$ cat src/rtl/trace_drain.sv
// trace_drain: buffers trace records in a FIFO and serialises each as OUT_WIDTH-bit stream beats.
// Define TRACE_DRAIN_HEADER_EN to prefix every packet with a {sequence, drop count} header beat.
module trace_drain #(
    parameter int REC_WIDTH = 128,
    parameter int OUT_WIDTH = 32,
    parameter int DEPTH     = 8
) (
    input  logic                       clk,
    input  logic                       rst,
    input  logic                       trace_valid_i,
    input  logic [REC_WIDTH-1:0]       trace_record_i,
    output logic                       out_valid_o,
    output logic [OUT_WIDTH-1:0]       out_data_o,
    output logic                       out_last_o,
    input  logic                       out_ready_i,
    output logic [$clog2(DEPTH):0]     fifo_level_o,
    output logic                       overflow_o,
    output logic [15:0]                drop_count_o
);
    localparam int N  = REC_WIDTH / OUT_WIDTH;
    localparam int AW = $clog2(DEPTH);
    localparam int IW = N > 1 ? $clog2(N) : 1;
    localparam logic [1:0] IDLE = 2'd0;
    localparam logic [1:0] SEND = 2'd1;
`ifdef TRACE_DRAIN_HEADER_EN
    localparam logic [1:0] HEADER = 2'd2;
    localparam logic [1:0] FIRST  = HEADER;
`else
    localparam logic [1:0] FIRST  = SEND;
`endif
    logic [1:0]           state;
    logic [IW-1:0]        idx;
    logic [AW-1:0]        wr_ptr;
    logic [AW-1:0]        rd_ptr;
    logic [REC_WIDTH-1:0] mem [DEPTH];
    logic                 fire;
    logic                 pop;
    logic                 push;
    logic [AW:0]          level_nxt;
    logic [15:0]          drop_nxt;
    logic [OUT_WIDTH-1:0] beat;
    assign fire      = out_valid_o && out_ready_i;
    assign pop       = fire && state == SEND && idx == IW'(N - 1);
    // A full FIFO still accepts a record when the head leaves in the same cycle.
    assign push      = trace_valid_i && (fifo_level_o < (AW + 1)'(DEPTH) || pop);
    assign level_nxt = fifo_level_o + (AW + 1)'(push) - (AW + 1)'(pop);
    assign drop_nxt  = trace_valid_i && !push && drop_count_o != 16'hFFFF ? drop_count_o + 16'd1 : drop_count_o;
    assign beat      = mem[rd_ptr][int'(idx) * OUT_WIDTH +: OUT_WIDTH];
    assign out_valid_o = state != IDLE;
    assign out_last_o  = state == SEND && idx == IW'(N - 1);
`ifdef TRACE_DRAIN_HEADER_EN
    logic [15:0] seq;
    logic [15:0] hdr_drop;
    assign out_data_o = state == SEND ? beat : state == HEADER ? OUT_WIDTH'({seq, hdr_drop}) : '0;
    always_ff @(posedge clk or posedge rst) begin
        if (rst) begin
            seq      <= '0;
            hdr_drop <= '0;
        end else begin
            if (pop) seq <= seq + 16'd1;
            if ((state == IDLE && fifo_level_o != '0) || (pop && level_nxt != '0)) hdr_drop <= drop_nxt;
        end
    end
`else
    assign out_data_o = state == SEND ? beat : '0;
`endif
    always_ff @(posedge clk) begin
        if (push) mem[wr_ptr] <= trace_record_i;
    end
    always_ff @(posedge clk or posedge rst) begin
        if (rst) begin
            state        <= IDLE;
            idx          <= '0;
            wr_ptr       <= '0;
            rd_ptr       <= '0;
            fifo_level_o <= '0;
            overflow_o   <= 1'b0;
            drop_count_o <= '0;
        end else begin
            fifo_level_o <= level_nxt;
            drop_count_o <= drop_nxt;
            if (trace_valid_i && !push) overflow_o <= 1'b1;
            if (push) wr_ptr <= wr_ptr + 1'b1;
            if (pop) rd_ptr <= rd_ptr + 1'b1;
            if (state == SEND && fire) idx <= pop ? '0 : idx + 1'b1;
            if (state == IDLE && fifo_level_o != '0) state <= FIRST;
            else if (pop) state <= level_nxt != '0 ? FIRST : IDLE;
`ifdef TRACE_DRAIN_HEADER_EN
            else if (state == HEADER && out_ready_i) state <= SEND;
`endif
        end
    end
endmodule

$ cat config.mk
export PLATFORM = sky130hd
export DESIGN_NAME = trace_drain
export DESIGN_NICKNAME = d
export VERILOG_FILES = /design/src/rtl/trace_drain.sv
export SDC_FILE = /design/constraint.sdc
export NUM_CORES = 1
export LEC_CHECK = 0
export ABC_AREA = 1
export CORE_MARGIN = 2
export CORE_UTILIZATION = 40
export DETAILED_ROUTE_END_ITERATION = 6
export PLACE_DENSITY = 0.53
export SYNTH_ARGS = -nofsm -noshare
export SYNTH_HDL_FRONTEND = slang
export SYNTH_SLANG_ARGS = --single-unit
$ cat constraint.sdc
create_clock -name clk -period 7.7 [get_ports clk]
set_input_delay 1.54 -clock clk [delete_from_list [all_inputs] [get_ports clk]]
set_output_delay 1.54 -clock clk [all_outputs]
set_load 0.02 [all_outputs]
-- Word level (Yosys, flattened, before mapping)
Memories as Yosys holds them, arrays and structs flattened.
Cells that the tools add are included.
- memory bits (writable): 1024
- memories: 1
- register bits after elaboration: 31
- logic and storage cells: 41
- input bits: 132
- output and inout port bits: 55
- add/sub/neg operators: 6
- reduce and logical (&&, ||, !) cells: 15
- multiplexer cells: 7
- order comparisons: 1
- shift operators: 1
- equal/unequal tests: 3
- memory list (name ; depth ; width ; read ports ; clocked after memory_dff ; wr ports ; line ; source):
    mem ; 8 ; 128 ; 1 ; 0 ; 1 ; 35 ; logic [REC_WIDTH-1:0] mem [DEPTH];
- operators by type and width (cell ; number):
    128-bit by 8-bit indexed part select with 32-bit output ; 1
    32-bit 2-to-1 mux ; 1
    16-bit by 1-bit adder with 16-bit output, second input constant ; 1
    16-bit != test, second input constant ; 1
    1-bit logical AND ; 8
    4-bit nonzero test ; 2
    3-bit by 1-bit adder with 3-bit output, second input constant ; 2
    2-bit 2-to-1 mux ; 3
    4-bit by 1-bit adder with 4-bit output ; 1
    4-bit less-than comparator, second input constant ; 1
    2-bit nonzero test ; 2
    4-bit by 1-bit subtractor with 4-bit output ; 1
    1-bit 2-to-1 mux ; 3
    2-bit by 1-bit adder with 2-bit output, second input constant ; 1
    2-bit by 1-bit == test with 1-bit output, second input constant ; 1
    2-bit == test, second input constant ; 1
    2-bit zero test ; 1
    1-bit zero test ; 1
    1-bit logical OR ; 1

-- Longest topological paths before layout
Gate-level depths: netlist of run 1.
- depth after elaboration: 12
- mapped depth: 14
- mapped depth without buffers: 14

-- Worst setup path after synthesis of run 1
No wires, ideal clock.
- kind: input -> register
- start: input out_ready_i
- end: memory mem[0][0] (enable)
- buffers on the path: 0
- required time: 7083 ps
- data arrival time: 7414 ps
- path slack: -331 ps
- stages on the path: 5
- setup time: 617 ps
- cell sequence: nand2_2 nand2_1 nand2_1 or2_2 nor2_1
- longest elaborated chain between the ends: 7
- RTL lines (element ; line ; source):
    from (decl) ; 15 ; input logic out_ready_i,
    1-bit logical AND ; 42 ; assign fire = out_valid_o && out_ready_i;
    1-bit logical AND (2 in series) ; 43 ; assign pop = fire && state == SEND && idx == IW'(N - 1);
    1-bit logical OR ; 45 ; assign push = trace_valid_i && (fifo_level_o < (AW + 1)'(DEPTH) || pop);
    1-bit logical AND ; 45 ;
    1-bit 2-to-1 mux ; 68 ; if (push) mem[wr_ptr] <= trace_record_i;
    1-bit 2-to-1 mux (implied by the code) ; 68 ;
    to (decl) ; 35 ;
Every way passes these cells.

-- Final worst setup path of run 1
- start: register rd_ptr[0]
- end: output out_data_o[24]
- longest elaborated chain between the ends: 3
- RTL lines (element ; line ; source):
    from (decl) ; 34 ; logic [AW-1:0] rd_ptr;
    from (signal assigned) ; 84 ; if (pop) rd_ptr <= rd_ptr + 1'b1;
    memory read 8 x 128 bit ; n/a ;
    128-bit by 8-bit indexed part select with 32-bit output ; 48 ; assign beat = mem[rd_ptr][int'(idx) * OUT_WIDTH +: OUT_WIDTH];
    32-bit 2-to-1 mux ; 65 ; assign out_data_o = state == SEND ? beat : '0;
    to (decl) ; 13 ; output logic [OUT_WIDTH-1:0] out_data_o,
Every way passes these cells.

==> out/results.tsv, run 1 <==
stage	metric	value	unit
timing	finalCritPeriodShare	81.52	%
synthesis	synth_area_leaders	edfxtp_1, nand2_1, nand3_1	
timing	hold_viol	0	
finish	fillers	9725	
synthesis	synth.most_common_cell	nand2_1	
detailed_routing	drtIter0Drc	2392	
detailed_routing	drc	0	
floorplanning	die_height	332.3	µm
power_and_ir_drop	total_power	0.01979	W
floorplanning	coreArea	107100	µm²
floorplanning	dieArea	110400	µm²
grt	grt_util_all_layers	21.83	%
synthesis	synth-seq-cells	1054	
timing	drv_slew	0	
synthesis	syn_area_per_cell	11.68	µm²
synthesis	synth-seq-area-share	73.05	%
clocking	path_clk_slew	60	ps
finish	multi_input_area	10210	µm²
synthesis	synth-edff-count	1024	
timing	relSlewSlack	26.35	%
synthesis	yosys.area_share.simple	21.67	%
grt	grt_pass1_vias	26360	
floorplanning	io-pin-count	187	
setup_path	cp_data_required_time	6160	ps
setup_path	end_kind	output port	
synthesis	ys_types	30	
floorplanning	rows	120	
clocking	cts_tree	yes	
finish	finalNetCount	3954	
grt	antenna_found_initial	19	
place	hpwl	65660	µm
setup_path	worst-setup-path-type	register to output port	
detailed_routing	vias	27700	
timing	tightest_slew	1102	ps
synthesis	async_flop_share	2.846	%
synthesis	synthMuxAreaShare	0	%
synthesis	synthTopCellsByCount	nand2_1, edfxtp_1, nand3_1, nor2_1, buf_2	
clocking	holdBufCountCts	0	
clocking	cts-resized-gates	0	
detailed_routing	avgViaCountPerCell	5.208	
finish	fin_util	46.29	%
place	gp_congestion	0.7504	
place	dp.cells	5100	
synthesis	yosys.area_share.xor_xnor	0.3250	%
synthesis	synth_top_family_by_area	simple AND/OR/NAND/NOR gates	
synthesis	synth_compound_area_share	1.248	%
clocking	postCtsSetupBuffers	0	
setup_path	rrSetupSlack	3240	ps
timing	min_period	6277	ps
detailed_routing	wire_per_inst	22.98	µm
grt	grt_overflow_total	0	
clocking	cts.sinks	1054	
setup_path	crit_fanout	245	
detailed_routing	detail-route-antenna-nets	0	
synthesis	yosys_most_used_dff	edfxtp_1	
grt	grt_pass1_wl	178800	µm
worst_hold_path	hold_path_depth	1	
detailed_routing	routed_wl	122200	µm
timing	skew	36.09	ps
timing	holdWs	467.2	ps
clocking	root_buffer	clkbuf_16	
synthesis	syn_area	43120	µm²
setup_path	reg2reg_to	mem[2][59]$_DFFE_PP_	
clocking	clock_latency	710	ps
setup_path	worstPathArrival	4740	ps
floorplanning	start_util	40.28	%
clocking	cts_max_level	3	
setup_path	crit_path_start_kind	register	
worst_hold_path	hold_path_class	register to register	
timing	rsz0062_at_grt	no	
worst_hold_path	hold_start	overflow_o$_DFFE_PP0P_	
synthesis	yosysTopAreaCell	edfxtp_1	
status	status	complete, no violations	
synthesis	synth_fa_ha_area_share	0.3076	%
place	port_buffers	186	
finish	drive_gt1_share	5.708	%
timing	fmax	159.3	MHz
floorplanning	die_w	332.3	µm
clocking	cts_buffer_depth	3	
finish	area_delta_synth_final	14.91	%
synthesis	synth_top_cell_area_share	71.31	%
grt	grt_max_degree	246	
timing	finalSetupViolCount	0	
place	pre_cts_slack	2215	ps
timing	fin_ws	1423	ps
synthesis	postSynthCellCount	3691	
synthesis	yosysWarnings	0	
power_and_ir_drop	peakVddDrop	0.0002623	V
clocking	cts_made_buffers	113	
power_and_ir_drop	power.density	399.4	nW/µm²
finish	instances_no_fill	5318	
power_and_ir_drop	leakage	17.85	nW
detailed_routing	dr.pass1.iters	5	
setup_path	r2r-start	idx[0]$_DFFE_PP0P_	
setup_path	worstRegToRegCells	11	
synthesis	synth_fp_nets	3833	
finish	layout.area.seq	31510	µm²
worst_hold_path	min_to	overflow_o$_DFFE_PP0P_	
flow_run	maxCapViolCount	0	
==> worst max-delay path by stage <==
stage                           from             endpoint  slack, ps  cells after the start
2_1_floorplan            out_ready_i  mem[0][0]$_DFFE_PP_       -330                      5
3_3_place_gp   rd_ptr[0]$_DFFE_PP0P_       out_data_o[24]       2240                     11
3_5_place_dp   rd_ptr[0]$_DFFE_PP0P_       out_data_o[24]       2220                     11
4_1_cts        rd_ptr[0]$_DFFE_PP0P_       out_data_o[24]       1450                     11
5_1_grt        rd_ptr[0]$_DFFE_PP0P_        out_data_o[4]       1200                     11
6_report       rd_ptr[0]$_DFFE_PP0P_       out_data_o[24]       1420                     11
==> area by class of cell <==
cell class                 instances  share of cell area (%)
timing repair buffer             230                   4.803
sequential                      1054                   63.60
inverter                          35                  0.3232
antenna                            8                 0.04040
multi-input combinational       2378                   20.61
tap                             1403                   3.543
clock inverter                    65                   1.045
clock buffer                     145                   6.035
==> worst max-delay path: stages (launching register included) <==
cell and delay, ps:
dfrtp_4 760, inv_16 710, buf_4 630, nand2_1 110, nand3_1 90, nand3_1 90
nand2_1 100, nand2_1 160, nand3_1 120, nand2_1 80, nor2_1 290, clkdlybuf4s50_1 670
==> layout by cell type (no fill, tap or decap), types with 4 or more instances in the layout <==
cell type and instances:
xor2_1 12, clkinv_1 31, inv_6 5, clkinv_2 19, dfrtp_1 25, o21ai_1 47
nor2_1 218, nand3_1 696, clkbuf_16 115, nor2_4 8, nand2_1 1308, edfxtp_1 1024
o21ai_0 46, diode_2 8, ha_1 9, buf_4 29, clkdlybuf4s50_1 186, inv_1 29
nor3_1 5, xnor2_1 4, buf_12 15, bufinv_16 7, clkbuf_1 30, a21oi_1 8
==> routing by layer <==
| layer | vias to the layer above | part of all wire (%) | GRT usage (%) | wire length (µm) |
|---|---|---|---|---|
| met3 | 168 | 5.8 | 4.163 | 7088 |
| met2 | 735 | 46 | 33.87 | 56080 |
| li1 | 13090 | - | - | - |
| met4 | 18 | 2.2 | 6.518 | 2690 |
| met1 | 13690 | 46 | 31.22 | 56250 |
| met5 | - | 0.091 | 0 | 111 |
==> flip-flops by register name, summed over array words and instances, names as in the netlist <==
register      flops
drop_count_o     16
fifo_level_o      4
idx               2
mem            1024
overflow_o        1
rd_ptr            3
state             1
wr_ptr            3
==> per-stage QoR <==
| stage | instance area [µm²] | setup TNS, ps |
|---|---|---|
| floorplan | 43130 | -169340 |
| global placement | 46020 | 0 |
| detailed placement | 46020 | 0 |
| CTS | 49530 | 0 |
| global route | 49540 | 0 |
| finish | 49550 | 0 |
==> where the power goes <==
| part | internal, W | switching, W | total [W] |
|---|---|---|---|
| logic | 0.00204 | 0.00525 | 0.00729 |
| clock network | 0.00296 | 0.00222 | 0.00519 |
| registers | 0.00699 | 0.000320 | 0.00731 |
==> cells by family (layout without fill, tap and decap cells) <==
kind of cell    Yosys count  in the layout
fa+ha+maj                10             10
compound gates          105            105
xor+xnor                 16             16
other cells               0              8
simple gates           2247           2247
flops                  1054           1054
buf+inv                 259            475
Power figures use the tool's default switching activity.
==> run 2: changes to the inputs <==
--- a/config.mk
+++ b/config.mk
@@ -9,7 +9,7 @@
 export CORE_MARGIN = 2
 export CORE_UTILIZATION = 40
 export DETAILED_ROUTE_END_ITERATION = 6
-export PLACE_DENSITY = 0.53
+export PLACE_DENSITY = 0.55
 export SYNTH_ARGS = -nofsm -noshare
 export SYNTH_HDL_FRONTEND = slang
 export SYNTH_SLANG_ARGS = --single-unit
==> constraint.sdc (replaced) <==
create_clock -name clk -period 5.25 [get_ports clk]
set_input_delay 1.05 -clock clk [delete_from_list [all_inputs] [get_ports clk]]
set_output_delay 1.05 -clock clk [all_outputs]
set_load 0.02 [all_outputs]
==> run 2 against run 1 <==
  * Flip-flop and latch count did not move
  * Combinational power rose by 54%
  * Highest routed layer unchanged
  * Non-clock buffer count rose by 28
  * Critical endpoint is now out_data_o[28]
  * Routed wire length fell by 0.69%
  * Utilization rose by 0.57 points
  * Critical path depth did not move
  * Total power rose by 50%
  * Design area rose by 1.2%
==> out/results.tsv, run 2 (synthesis gave the netlist of run 1 again) <==
stage	metric	value	unit
status	status	complete, no violations	
setup_path	worstPathArrival	3930	ps
clocking	path_clk_slew	60	ps
power_and_ir_drop	leakage	18.15	nW
grt	grt_util_all_layers	21.77	%
worst_hold_path	hold_path_class	register to register	
setup_path	worst-setup-path-type	register to output port	
finish	layout.area.seq	31510	µm²
clocking	cts_buffer_depth	3	
floorplanning	coreArea	107100	µm²
grt	antenna_found_initial	16	
place	hpwl	68130	µm
setup_path	crit_start	rd_ptr[0]$_DFFE_PP0P_	
setup_path	end_kind	output port	
timing	rsz0062_at_grt	no	
finish	top_regs	mem x1024, drop_count_o x16, fifo_level_o x4	
timing	fmax	200.7	MHz
timing	tightest_slew	1040	ps
detailed_routing	routed_wl	121400	µm
floorplanning	die_w	332.3	µm
place	post_dp_cell_area	46460	µm²
clocking	cts.sinks	1054	
finish	largest_reg_flops	1024	
place	gp_congestion	0.7848	
grt	grt_max_degree	141	
timing	skew	22.92	ps
flow_run	maxCapViolCount	0	
finish	finalNetCount	3979	
timing	min_period	4983	ps
timing	finalSetupViolCount	0	
detailed_routing	drtIter0Drc	2821	
power_and_ir_drop	sequentialPowerShare	35.6	%
power_and_ir_drop	peakVddDrop	0.0005859	V
setup_path	crit_path_start_kind	register	
power_and_ir_drop	swShare	38.88	%
power_and_ir_drop	power.density	591.6	nW/µm²
floorplanning	dieArea	110400	µm²
detailed_routing	wire_per_inst	22.72	µm
clocking	cts_max_level	3	
floorplanning	io-pin-count	187	
timing	relSlewSlack	30.65	%
finish	multi_input_area	10210	µm²
grt	grt_overflow_total	0	
detailed_routing	drc	0	
floorplanning	die_height	332.3	µm
detailed_routing	vias	27900	
finish	area_delta_synth_final	16.32	%
clocking	cts_made_buffers	110	
detailed_routing	detail-route-antenna-nets	0	
power_and_ir_drop	pwr-share-clk	26.7	%
power_and_ir_drop	power_switching	0.01154	W
timing	tns	0	ps
setup_path	r2r-start	idx[1]$_DFFE_PP0P_	
power_and_ir_drop	internal-power	0.01814	W
timing	holdWs	467.7	ps
power_and_ir_drop	power_frac_comb	37.7	%
timing	hold_viol	0	
place	port_buffers	186	
worst_hold_path	hold_start	overflow_o$_DFFE_PP0P_	
finish	final_area	50160	µm²
clocking	clock_latency	690	ps
finish	drive_gt1_share	6.789	%
grt	grt_pass1_vias	26320	
detailed_routing	avgViaCountPerCell	5.223	
setup_path	crit_fanout	96	
finish	final_common_cell	nand2_1	
clocking	cts-resized-gates	0	
grt	grt_pass1_wl	178800	µm
setup_path	cp_data_required_time	4200	ps
finish	fillers	9650	
clocking	cts_tree	yes	
floorplanning	start_util	40.28	%
finish	final_cell_mix	nand2_1, edfxtp_1, nand3_1, nor2_1, clkdlybuf4s50_1	
finish	top_register	mem	
clocking	postCtsSetupBuffers	0	
detailed_routing	dr.pass1.iters	7	
clocking	holdBufCountCts	0	
floorplanning	rows	120	
timing	drv_slew	0	
timing	finalCritPeriodShare	94.91	%
clocking	root_buffer	clkbuf_16	
[run 2: changes by cell type in the layout (fill, tap and decap cells not counted), sizes merged]
| cell | change |
|---|---|
| clkinv | -4 |
| inv | -4 |
| clkinvlp | +4 |
| clkbuf | -4 |
| diode | -2 |
| bufinv | +6 |
| buf | +28 |
[run 2: worst max-delay path, stage by stage (launching register included)]
cell	delay, ps
dfrtp_4	610
inv_16	330
buf_4	450
nand2_1	110
nand3_1	90
nand3_1	100
nand2_1	250
nand2_1	90
nand3_1	70
nand2_1	70
nor2_1	330
clkdlybuf4s50_1	700
[run 2: power groups by stage]
stage / Clock [W] / Combinational [W] / Sequential, W
3_5_place_dp: 0 / 0.0112 / 0.0107
2_1_floorplan: 0 / 0.00687 / 0.0108
5_1_grt: 0.00838 / 0.0122 / 0.0106
4_1_cts: 0.00805 / 0.0112 / 0.0106
6_report: 0.00791 / 0.0112 / 0.0106
3_3_place_gp: 0 / 0.0112 / 0.0107
[run 2: area by class of cell]
cell class / count / share of cell area [%]
clock buffers: 141 / 5.992
inverters: 35 / 0.3193
clock inverters: 67 / 1.357
multi-input cells: 2378 / 20.36
flip-flops and latches: 1054 / 62.83
well taps: 1403 / 3.500
repair buffers: 258 / 5.613
diodes: 6 / 0.02993
[run 2: through the flow]
stage | instances | setup WS [ps] | utilization [%] | total power (W)
5_1_grt | 5338 | 33.94 | 46.85 | 0.03121
3_3_place_gp | 5128 | 1046 | 43.40 | 0.02188
2_1_floorplan | 3691 | -2158 | - | 0.01763
4_1_cts | 5336 | 264.1 | 46.84 | 0.02986
6_report | 5342 | 267.4 | 46.85 | 0.02968
3_5_place_dp | 5128 | 1043 | 43.40 | 0.02194
[run 2: worst paths after layout]
| path | endpoint | slack, ps | depth (start not counted) |
|---|---|---|---|
| setup / recovery | out_data_o[28] | 270 | 11 |
| hold / removal | overflow_o$_DFFE_PP0P_ | 470 | 1 |
| setup reg to reg | mem[1][98]$_DFFE_PP_ | 1820 | 11 |
| hold reg to reg | overflow_o$_DFFE_PP0P_ | 470 | 1 |
| max in group asynchronous | rd_ptr[1]$_DFFE_PP0P_ | 4140 | 3 |
| min in group asynchronous | drop_count_o[12]$_DFFE_PP0P_ | 750 | 3 |
[run 2: routing by layer]
| layer | GRT usage (%) | part of all wire, % |
|---|---|---|
| met2 | 33.96 | 46 |
| met3 | 3.102 | 5.6 |
| met1 | 32.18 | 46 |
| met5 | 0 | 0.035 |
| met4 | 5.319 | 2.1 |
